===== config.mk =====
export PLATFORM = sky130hd
export DESIGN_NAME = sram_axi_bridge_flat
export DESIGN_NICKNAME = d
export VERILOG_FILES = /design/src/rtl/sram_axi_bridge_if.sv /design/src/rtl/sram_axi_bridge.sv /design/src/flat_wrapper.sv
export SDC_FILE = /design/constraint.sdc
export NUM_CORES = 1
export LEC_CHECK = 0
export CAP_MARGIN = 20
export CORE_AREA = 2 2 124 126
export CTS_CLUSTER_DIAMETER = 30
export DETAILED_ROUTE_END_ITERATION = 7
export DIE_AREA = 0 0 126 128
export GPL_TIMING_DRIVEN = 1
export HOLD_SLACK_MARGIN = 0.03
export PLACE_DENSITY = 0.73
export SYNTH_ARGS = -nofsm -noshare
export SYNTH_HDL_FRONTEND = slang
export SYNTH_SLANG_ARGS = --single-unit
export TNS_END_PERCENT = 20

===== constraint.sdc =====
create_clock -name clk -period 4.2 [get_ports clk]
set_input_delay 1.26 -clock clk [delete_from_list [all_inputs] [get_ports clk]]
set_output_delay 1.26 -clock clk [all_outputs]
set_load 0.005 [all_outputs]

===== src/rtl/sram_axi_bridge_if.sv =====
// sram_axi_bridge_if
//   The AXI4 master-side signals used by sram_axi_bridge. Fixed AXI fields
//   (len, size, burst, lock, cache, prot, ids on the write side, wlast,
//   rready, bready) are tied off by the instantiating top, not carried here.
//   Parameters: ID_W (read ID width), ADDR_W, DATA_W.
//   master modport: drives AR/AW/W request signals, receives readies, R, B.
//   slave modport : the mirror image, for a memory model or interconnect.
interface sram_axi_bridge_if #(
  parameter int ID_W   = 1,
  parameter int ADDR_W = 32,
  parameter int DATA_W = 32
);
  logic [ID_W-1:0]     arid;
  logic [ADDR_W-1:0]   araddr;
  logic                arvalid;
  logic                arready;
  logic [ID_W-1:0]     rid;
  logic [DATA_W-1:0]   rdata;
  logic                rvalid;
  logic [ADDR_W-1:0]   awaddr;
  logic                awvalid;
  logic                awready;
  logic [DATA_W-1:0]   wdata;
  logic [DATA_W/8-1:0] wstrb;
  logic                wvalid;
  logic                wready;
  logic                bvalid;

  modport master (
    output arid, araddr, arvalid, awaddr, awvalid, wdata, wstrb, wvalid,
    input  arready, rid, rdata, rvalid, awready, wready, bvalid
  );

  modport slave (
    input  arid, araddr, arvalid, awaddr, awvalid, wdata, wstrb, wvalid,
    output arready, rid, rdata, rvalid, awready, wready, bvalid
  );
endinterface


===== src/rtl/sram_axi_bridge.sv =====
// sram_axi_bridge
//   Bridges NCH SRAM-like read requesters and one SRAM-like write requester
//   onto a single AXI4 master port. One outstanding read per channel (routed
//   back by ID), one outstanding write. Channel NCH-1 has highest priority.
//   Optional feature macro: SRAM_AXI_RAW_CHECK_EN -- when defined, a read whose
//   word address matches an in-flight write is held off until the write's
//   response has been received.
// Ports:
//   clk, resetn               clock, async active-low reset
//   rd_req/rd_addr            per-channel read requests (addr packed by channel)
//   rd_addr_ok/rd_data_ok     one-hot grant / data-valid per channel
//   rd_rdata                  shared read data
//   wr_req/wr_addr/wr_wstrb/wr_wdata, wr_addr_ok/wr_data_ok   write requester
//   axi                       AXI4 master signals (sram_axi_bridge_if.master)
// Write FSM states:
//   W_IDLE | ready to accept a write request
//   W_SEND | AW and W issued, each drops after its own handshake
//   W_RESP | both handshakes done, waiting for bvalid
module sram_axi_bridge #(
  parameter int NCH    = 2,
  parameter int ADDR_W = 32,
  parameter int DATA_W = 32,
  localparam int ID_W  = (NCH > 1) ? $clog2(NCH) : 1
) (
  input  logic                  clk,
  input  logic                  resetn,
  input  logic [NCH-1:0]        rd_req,
  input  logic [NCH*ADDR_W-1:0] rd_addr,
  output logic [NCH-1:0]        rd_addr_ok,
  output logic [NCH-1:0]        rd_data_ok,
  output logic [DATA_W-1:0]     rd_rdata,
  input  logic                  wr_req,
  input  logic [ADDR_W-1:0]     wr_addr,
  input  logic [DATA_W/8-1:0]   wr_wstrb,
  input  logic [DATA_W-1:0]     wr_wdata,
  output logic                  wr_addr_ok,
  output logic                  wr_data_ok,
  sram_axi_bridge_if.master     axi
);

  typedef enum logic [1:0] {W_IDLE, W_SEND, W_RESP} w_state_t;

  w_state_t            state, state_n;
  logic                aw_done, w_done, aw_valid, w_valid;
  logic [ADDR_W-1:0]   wr_addr_q;
  logic [DATA_W/8-1:0] wr_strb_q;
  logic [DATA_W-1:0]   wr_data_q;

  logic                ar_full;
  logic [ADDR_W-1:0]   ar_addr_q;
  logic [ID_W-1:0]     ar_id_q;
  logic [NCH-1:0]      pending, raw_blk, eligible, grant, r_hit;
  logic [ID_W-1:0]     grant_id;
  logic [ADDR_W-1:0]   grant_addr;
  logic                grant_any;

  // ---------------- read side ----------------
  // Ascending scan so the highest eligible index is the last one to win.
  always_comb begin
    eligible   = rd_req & ~pending & ~raw_blk & {NCH{~ar_full}};
    grant      = '0;
    grant_id   = '0;
    grant_addr = '0;
    grant_any  = 1'b0;
    for (int i = 0; i < NCH; i++) begin
      if (eligible[i]) begin
        grant      = '0;
        grant[i]   = 1'b1;
        grant_id   = ID_W'(i);
        grant_addr = rd_addr[i*ADDR_W +: ADDR_W];
        grant_any  = 1'b1;
      end
    end
  end

  // Only responses for an outstanding ID are delivered.
  always_comb begin
    r_hit = '0;
    for (int i = 0; i < NCH; i++)
      r_hit[i] = axi.rvalid & (axi.rid == ID_W'(i)) & pending[i];
  end

  assign rd_addr_ok  = resetn ? grant : '0;
  assign rd_data_ok  = r_hit;
  assign rd_rdata    = axi.rdata;
  assign axi.arvalid = ar_full;
  assign axi.araddr  = ar_addr_q;
  assign axi.arid    = ar_id_q;

  always_ff @(posedge clk or negedge resetn) begin
    if (!resetn) begin
      ar_full   <= 1'b0;
      ar_addr_q <= '0;
      ar_id_q   <= '0;
      pending   <= '0;
    end else begin
      if (grant_any) begin
        ar_full   <= 1'b1;
        ar_addr_q <= grant_addr;
        ar_id_q   <= grant_id;
      end else if (ar_full && axi.arready) begin
        ar_full   <= 1'b0;
      end
      pending <= (pending & ~r_hit) | grant;
    end
  end

`ifdef SRAM_AXI_RAW_CHECK_EN
  // Word-address compare against the in-flight write, and against a write
  // being accepted in this same cycle.
  always_comb begin
    raw_blk = '0;
    for (int i = 0; i < NCH; i++)
      raw_blk[i] = ((state != W_IDLE) &&
                    (rd_addr[i*ADDR_W+2 +: ADDR_W-2] == wr_addr_q[ADDR_W-1:2])) ||
                   (wr_addr_ok &&
                    (rd_addr[i*ADDR_W+2 +: ADDR_W-2] == wr_addr[ADDR_W-1:2]));
  end
`else
  assign raw_blk = '0;
`endif

  // ---------------- write side ----------------
  always_ff @(posedge clk or negedge resetn) begin
    if (!resetn) state <= W_IDLE;
    else         state <= state_n;
  end

  always_comb begin
    state_n = state;
    case (state)
      W_IDLE:  if (wr_req) state_n = W_SEND;
      W_SEND:  if ((aw_done || axi.awready) && (w_done || axi.wready)) state_n = W_RESP;
      W_RESP:  if (axi.bvalid) state_n = W_IDLE;
      default: state_n = W_IDLE;
    endcase
  end

  always_comb begin
    wr_addr_ok = 1'b0;
    wr_data_ok = 1'b0;
    aw_valid   = 1'b0;
    w_valid    = 1'b0;
    case (state)
      W_IDLE:  wr_addr_ok = wr_req & resetn;
      W_SEND: begin
        aw_valid = ~aw_done;
        w_valid  = ~w_done;
      end
      W_RESP:  wr_data_ok = axi.bvalid;
      default: ;
    endcase
  end

  always_ff @(posedge clk or negedge resetn) begin
    if (!resetn) begin
      aw_done   <= 1'b0;
      w_done    <= 1'b0;
      wr_addr_q <= '0;
      wr_strb_q <= '0;
      wr_data_q <= '0;
    end else if (state == W_IDLE && wr_req) begin
      aw_done   <= 1'b0;
      w_done    <= 1'b0;
      wr_addr_q <= wr_addr;
      wr_strb_q <= wr_wstrb;
      wr_data_q <= wr_wdata;
    end else if (state == W_SEND) begin
      if (aw_valid && axi.awready) aw_done <= 1'b1;
      if (w_valid && axi.wready)   w_done  <= 1'b1;
    end
  end

  assign axi.awvalid = aw_valid;
  assign axi.wvalid  = w_valid;
  assign axi.awaddr  = wr_addr_q;
  assign axi.wstrb   = wr_strb_q;
  assign axi.wdata   = wr_data_q;

endmodule


===== src/flat_wrapper.sv =====
// flat-port wrapper written by rule: the top's interface ports become plain ports
module sram_axi_bridge_flat 
#(
  parameter int NCH    = 2,
  parameter int ADDR_W = 32,
  parameter int DATA_W = 32,
  localparam int ID_W  = (NCH > 1) ? $clog2(NCH) : 1
)
  (clk, resetn, rd_req, rd_addr, rd_addr_ok, rd_data_ok, rd_rdata, wr_req, wr_addr, wr_wstrb, wr_wdata, wr_addr_ok, wr_data_ok, axi_arid, axi_araddr, axi_arvalid, axi_awaddr, axi_awvalid, axi_wdata, axi_wstrb, axi_wvalid, axi_arready, axi_rid, axi_rdata, axi_rvalid, axi_awready, axi_wready, axi_bvalid);
  sram_axi_bridge_if #(.ID_W(1), .ADDR_W(ADDR_W), .DATA_W(DATA_W)) axi_i ();
  input  logic clk;
  input  logic resetn;
  input  logic [NCH-1:0] rd_req;
  input  logic [NCH*ADDR_W-1:0] rd_addr;
  output logic [NCH-1:0] rd_addr_ok;
  output logic [NCH-1:0] rd_data_ok;
  output logic [DATA_W-1:0] rd_rdata;
  input  logic wr_req;
  input  logic [ADDR_W-1:0] wr_addr;
  input  logic [DATA_W/8-1:0] wr_wstrb;
  input  logic [DATA_W-1:0] wr_wdata;
  output logic wr_addr_ok;
  output logic wr_data_ok;
  output wire logic [$bits(axi_i.arid)-1:0] axi_arid;
  output wire logic [$bits(axi_i.araddr)-1:0] axi_araddr;
  output wire logic [$bits(axi_i.arvalid)-1:0] axi_arvalid;
  output wire logic [$bits(axi_i.awaddr)-1:0] axi_awaddr;
  output wire logic [$bits(axi_i.awvalid)-1:0] axi_awvalid;
  output wire logic [$bits(axi_i.wdata)-1:0] axi_wdata;
  output wire logic [$bits(axi_i.wstrb)-1:0] axi_wstrb;
  output wire logic [$bits(axi_i.wvalid)-1:0] axi_wvalid;
  input wire logic [$bits(axi_i.arready)-1:0] axi_arready;
  input wire logic [$bits(axi_i.rid)-1:0] axi_rid;
  input wire logic [$bits(axi_i.rdata)-1:0] axi_rdata;
  input wire logic [$bits(axi_i.rvalid)-1:0] axi_rvalid;
  input wire logic [$bits(axi_i.awready)-1:0] axi_awready;
  input wire logic [$bits(axi_i.wready)-1:0] axi_wready;
  input wire logic [$bits(axi_i.bvalid)-1:0] axi_bvalid;
  assign axi_arid = axi_i.arid;
  assign axi_araddr = axi_i.araddr;
  assign axi_arvalid = axi_i.arvalid;
  assign axi_awaddr = axi_i.awaddr;
  assign axi_awvalid = axi_i.awvalid;
  assign axi_wdata = axi_i.wdata;
  assign axi_wstrb = axi_i.wstrb;
  assign axi_wvalid = axi_i.wvalid;
  assign axi_i.arready = axi_arready;
  assign axi_i.rid = axi_rid;
  assign axi_i.rdata = axi_rdata;
  assign axi_i.rvalid = axi_rvalid;
  assign axi_i.awready = axi_awready;
  assign axi_i.wready = axi_wready;
  assign axi_i.bvalid = axi_bvalid;
  sram_axi_bridge #(.NCH(NCH), .ADDR_W(ADDR_W), .DATA_W(DATA_W)) u_core (.clk(clk), .resetn(resetn), .rd_req(rd_req), .rd_addr(rd_addr), .rd_addr_ok(rd_addr_ok), .rd_data_ok(rd_data_ok), .rd_rdata(rd_rdata), .wr_req(wr_req), .wr_addr(wr_addr), .wr_wstrb(wr_wstrb), .wr_wdata(wr_wdata), .wr_addr_ok(wr_addr_ok), .wr_data_ok(wr_data_ok), .axi(axi_i));
endmodule

==> run_results.csv, run 1 <==
group,metric,value,unit
sta,min_period,3861,ps
placed_design,placedCellCount,725,
yosys,synth_top_cell_by_area,"dfrtp_1",
sta,slew_viol_final,0,
setup_path,path_cells,"clkdlybuf4s50_1, nor3b_2, and3_1, clkdlybuf4s50_1",
finish,final_layout_size_suffix_gt1_share,19.17,%
cts,numCtsBuffers,9,
detailed_routing,drt_iter0_drc,104,
setup_path,cp.arrival,2600,ps
cts,worstSkewPairLatency,340,ps
detailed_routing,wl_per_cell,16.98,um
cts,cts_resized,0,
cts,tritoncts,"built",
finish,design_area,7401,sq um
finish,final_nets,723,
placed_design,dpl.hpwl,9602,um
floorplan,start_util,31.30,%
setup_path,path_class,"in2out",
setup_path,worstSetupStartpointType,"primary input",
setup_path,endpoint_kind,"output port",
sta,fin_skew,4.204,ps
flow_run,cap_violations,0,
floorplan,die_h,128,um
cts,clockRootBuffer,"clkbuf_16",
floorplan,dieArea,16130,sq um
cts,clk_pin_slew,70,ps
status,status,"complete, no violations",
sta,whs,495.6,ps
setup_path,path_max_fanout,2,
detailed_routing,vias,3533,
yosys,synth_cells,330,
finish,diodes,0,
yosys,avgSynthCellArea,14.10,sq um
yosys,ys_seq_area_share,58.10,%
global_route,grt.total_usage,15.35,%
detailed_routing,first_pass_iters,4,
yosys,synth-seq-cells,108,
global_route,grt_max_degree,69,
placed_design,placed_cell_area,7082,sq um
yosys,yosys.area.top_type_share,58.10,%
sta,tns,0,ps
sta,worstMarginPinSlew,911.5,ps
global_route,grt-ovfl-total,0,
finish,layout.cells.non_filler,741,
sta,rsz0062_at_grt,"false",
power,powerDensity,682.9,nW/um^2
global_route,first_global_vias,3728,
power,total_power,5.054,mW
cts,htree_num_levels,3,
yosys,yosysUniqueCellTypes,26,
sta,fin_crit_sh,91.94,%
yosys,ys_top_cells_by_area,"dfrtp_1 58%, mux2_2 14%, a221o_1 6.2%",
power,peakVddDrop,0.0003084,V
finish,area_growth_syn_to_layout,59.09,%
sta,final_hold_viol_count,0,
setup_path,critPathRequiredTime,2940,ps
yosys,synth_fp_nets,505,
setup_path,cpMostUsedCell,"clkdlybuf4s50_1",
cts,hold_buffers,0,
setup_path,slowest_delay,520,ps
finish,final_common_cell,"clkdlybuf4s50_1",
setup_path,crit_family,"buffers and inverters",
sta,maxSlewHeadroom,39.23,%
sta,finalSetupViolations,0,
finish,final_cell_mix,"251 x clkdlybuf4s50_1, 108 x dfrtp_1, 59 x mux2_2, 29 x a221o_1, 28 x and3_1",
setup_path,slowest_stage,"clkdlybuf4s50_1",
detailed_routing,via_per_inst,4.768,
finish,final.fill_count,1310,
cts,clk_path_buf_depth,2,
cts,post-cts-setup-buffers,0,
cts,cts.sinks,108,
floorplan,io_pins,317,
sta,max_freq,259.0,MHz
detailed_routing,final_antenna_net_count,0,
yosys,synth-warning-count,0,
min_path,hold_path.class,"reg2reg",
placed_design,port_buffers,252,
power,power_leakage,3.158,nW
setup_path,cp.buffers_inverters,2,
detailed_routing,drc,0,
floorplan,core_area,14860,sq um
detailed_routing,routed_wl,12590,um
yosys,synth_area,4652,sq um
floorplan,fp.dieW,126,um
floorplan,rows,45,
global_route,antenna_found_initial,0,
global_route,grt_pass1_wl,19690,um
placed_design,place.gp.congestion,0.7934,
logic make-up after synthesis:
family,Yosys count,synth area share [%]
AND/OR/NAND/NOR,53,7.370
multiplexers,69,17.40
buffers and inverters,57,8.526
flip-flops,108,58.10
AO/OA/AOI/OAI,43,8.607
cell usage after synthesis:
| cell | count |
|---|---|
| a21o_2 | 1 |
| a21o_4 | 1 |
| a21oi_1 | 4 |
| a221o_1 | 29 |
| a221o_2 | 3 |
| a22o_1 | 1 |
| and2_1 | 2 |
| and3_1 | 28 |
| and3_2 | 6 |
| buf_2 | 14 |
| buf_4 | 32 |
| buf_6 | 6 |
| dfrtp_1 | 108 |
| inv_1 | 5 |
| mux2_2 | 59 |
| mux2_4 | 9 |
| mux2i_1 | 1 |
| nand2_1 | 2 |
| nand2b_1 | 3 |
| nand2b_4 | 2 |
| nor2_1 | 7 |
| nor2_2 | 1 |
| nor2_4 | 1 |
| nor3b_2 | 1 |
| o21ai_0 | 1 |
| o22ai_1 | 3 |
layout make-up:
type	count	area, sq um	share of cell area, %
clock buffers	12	246.5	3.331
clock inverters	4	72.57	0.9806
inverters	5	18.77	0.2536
repair buffers	259	2572	34.76
multi-input cells	165	1553	20.98
flip-flops and latches	108	2703	36.52
well taps	188	235.2	3.178
routing by layer:
metal  track usage [%]  routed length, um  vias to the layer above
li1                  -                  -                     1610
met3             5.634               1173                       22
met4             6.141                266                        0
met1             18.33               5058                     1701
met2             25.27               6086                      200
met5                 0                  0                        -
power by group:
part / total, mW / leakage (nW) / internal (mW) / switching (mW)
clock: 0.894 / 0.153 / 0.538 / 0.355
sequential: 1.89 / 1.29 / 1.57 / 0.322
combinational: 2.27 / 1.71 / 1.55 / 0.717
total: 5.05 / 3.16 / 3.66 / 1.40
final timing paths:
path / cells past startpoint / endpoint / slack [ps] / start
setup / recovery: 4 / rd_addr_ok[0] / 340 / rd_req[0]
hold / removal: 1 / u_core.state[0]$_DFFE_PN0P_ / 500 / u_core.state[1]$_DFFE_PN0P_
setup reg to reg: 4 / u_core.axi.awaddr[15]$_DFFE_PN0N_ / 2250 / u_core.state[1]$_DFFE_PN0P_
hold reg to reg: 1 / u_core.state[0]$_DFFE_PN0P_ / 500 / u_core.state[1]$_DFFE_PN0P_
max in group asynchronous: 2 / u_core.axi.awaddr[7]$_DFFE_PN0N_ / 2400 / resetn
min in group asynchronous: 1 / u_core.axi.awaddr[6]$_DFFE_PN0N_ / 770 / resetn
flip-flops by register name, indices dropped and copies added, names as in the netlist:
| name | count |
|---|---|
| u_core.axi.arid | 1 |
| u_core.axi.arvalid | 1 |
| u_core.axi.awaddr | 32 |
| u_core.axi.wdata | 32 |
| u_core.state | 2 |
| u_core.w_done | 1 |
| u_core.axi.araddr | 32 |
| u_core.axi.wstrb | 4 |
| u_core.aw_done | 1 |
| u_core.pending | 2 |
per-stage QoR:
| stage | worst slack, ps | util, % |
|---|---|---|
| 2_1_floorplan | 998.9 | - |
| 3_3_place_gp | 330.8 | 47.64 |
| 3_5_place_dp | 334.6 | 47.64 |
| 4_1_cts | 334.8 | 49.79 |
| 5_1_grt | 278.9 | 49.79 |
| 6_report | 338.5 | 49.79 |
No activity file was read; power rests on OpenSTA's default activity.
==> run 2, diff against run 1 <==
PLACE_DENSITY = 0.72   (was 0.73)
==> run_results.csv, run 2 (same netlist as run 1, synthesis figures left out) <==
group,metric,value,unit
power,power_leakage,3.125,nW
finish,final_nets,722,
status,status,"complete, no violations",
min_path,hold_path_end,"u_core.state[0]$_DFFE_PN0P_",
cts,htree_num_levels,3,
placed_design,place.gp.congestion,0.8284,
cts,clk_pin_slew,60,ps
cts,clockRootBuffer,"clkbuf_16",
setup_path,critPathRequiredTime,2940,ps
min_path,hold_path.class,"reg2reg",
finish,multi_input_area,1553,sq um
global_route,antenna_found_initial,0,
global_route,grt-ovfl-total,0,
global_route,grt_max_degree,69,
sta,finalSetupViolations,0,
sta,final_hold_viol_count,0,
finish,final_cell_mix,"251 x clkdlybuf4s50_1, 108 x dfrtp_1, 59 x mux2_2, 29 x a221o_1, 28 x and3_1",
sta,tns,0,ps
min_path,holdCritStartpoint,"u_core.state[1]$_DFFE_PN0P_",
floorplan,fp.dieW,126,um
cts,numCtsBuffers,9,
global_route,first_global_vias,3771,
power,powerDensity,669.9,nW/um^2
detailed_routing,first_pass_iters,4,
power,total_power,4.913,mW
setup_path,r2r-end,"u_core.axi.wdata[27]$_DFFE_PN0N_",
setup_path,path_class,"in2out",
finish,final.fill_count,1331,
floorplan,rows,45,
min_path,hold_depth,1,
finish,final_util,49.34,%
sta,maxSlewHeadroom,39.22,%
floorplan,dieArea,16130,sq um
detailed_routing,drt_iter0_drc,129,
cts,hold_buffers,0,
setup_path,worstSetupStartpointType,"primary input",
detailed_routing,wl_per_cell,17.32,um
floorplan,io_pins,317,
detailed_routing,vias,3534,
finish,area_growth_syn_to_layout,57.64,%
detailed_routing,routed_wl,12780,um
global_route,grt_pass1_wl,19690,um
sta,slew_viol_final,0,
finish,ff_latch_area,2703,sq um
floorplan,start_util,31.30,%
setup_path,endpoint_kind,"output port",
finish,final_common_cell,"clkdlybuf4s50_1",
power,peakVddDrop,0.0002646,V
cts,worstSkewPairLatency,340,ps
sta,rsz0062_at_grt,"false",
detailed_routing,drc,0,
setup_path,cp.arrival,2610,ps
sta,fin_crit_sh,92.20,%
global_route,grt.total_usage,15.56,%
floorplan,core_area,14860,sq um
setup_path,timing.rr.start,"u_core.state[1]$_DFFE_PN0P_",
placed_design,dpl.hpwl,9747,um
sta,max_freq,258.2,MHz
cts,post-cts-setup-buffers,0,
flow_run,cap_violations,0,
detailed_routing,final_antenna_net_count,0,
cts,clk_path_buf_depth,2,
sta,min_period,3872,ps
setup_path,path_max_fanout,3,
placed_design,port_buffers,252,
finish,diodes,0,
setup_path,rr_worst_depth,4,
cts,cts_resized,0,
finish,final_layout_size_suffix_gt1_share,18.73,%
cts,tritoncts,"built",
sta,worstMarginPinSlew,911.6,ps
setup_path,r2r_slack,2240,ps
floorplan,die_h,128,um
cts,cts.sinks,108,
sta,fin_skew,7.930,ps
detailed_routing,via_per_inst,4.789,
sta,whs,503.7,ps
finish,layout.cells.non_filler,738,
placed_design,placedCellCount,724,
run 2: worst max-delay path by stage:
stage / start / end / slack, ps / cells past startpoint
after floorplan: rd_req[1] / rd_addr_ok[1] / 1000 / 5
after global placement: wr_req / wr_addr_ok / 320 / 5
after detailed placement: wr_req / wr_addr_ok / 310 / 5
after CTS: wr_req / wr_addr_ok / 300 / 5
after global routing: wr_req / wr_addr_ok / 240 / 5
final: wr_req / wr_addr_ok / 330 / 5
run 2: through the flow:
stage               area, sq um  worst slack [ps]
floorplan                  4652             998.9
global route               7333             239.5
CTS                        7333             300.7
detailed placement         7074             313.6
finish                     7333             327.7
global placement           7074             322.3
run 2: report_power, final:
group	switching, mW	internal (mW)	total (mW)
Sequential	0.322	1.57	1.89
Combinational	0.709	1.55	2.26
Clock	0.354	0.412	0.766
Total	1.38	3.53	4.91
run 2: per-layer routing:
layer | vias to the layer above | GRT usage, % | share of wire, %
li1 | 1600 | - | -
met1 | 1704 | 17.59 | 38
met2 | 202 | 25.68 | 48
met3 | 28 | 5.551 | 10
met4 | 0 | 8.727 | 3.7
met5 | - | 0 | 0
run 2: worst max-delay path, cell delays in order:
cell and delay, ps:
clkdlybuf4s50_1 540, nand2b_4 80, nor2_4 80, and2_1 120, clkdlybuf4s50_1 510
run 2: final cells by class:
class                           instances  share of cell area, %
Sequential cell                       108                  36.85
Inverter                                5                 0.2559
Multi-Input combinational cell        165                  21.17
Clock buffer                           12                  3.361
Timing Repair Buffer                  258                  34.98
Clock inverter                          2                 0.1706
Tap cell                              188                  3.208
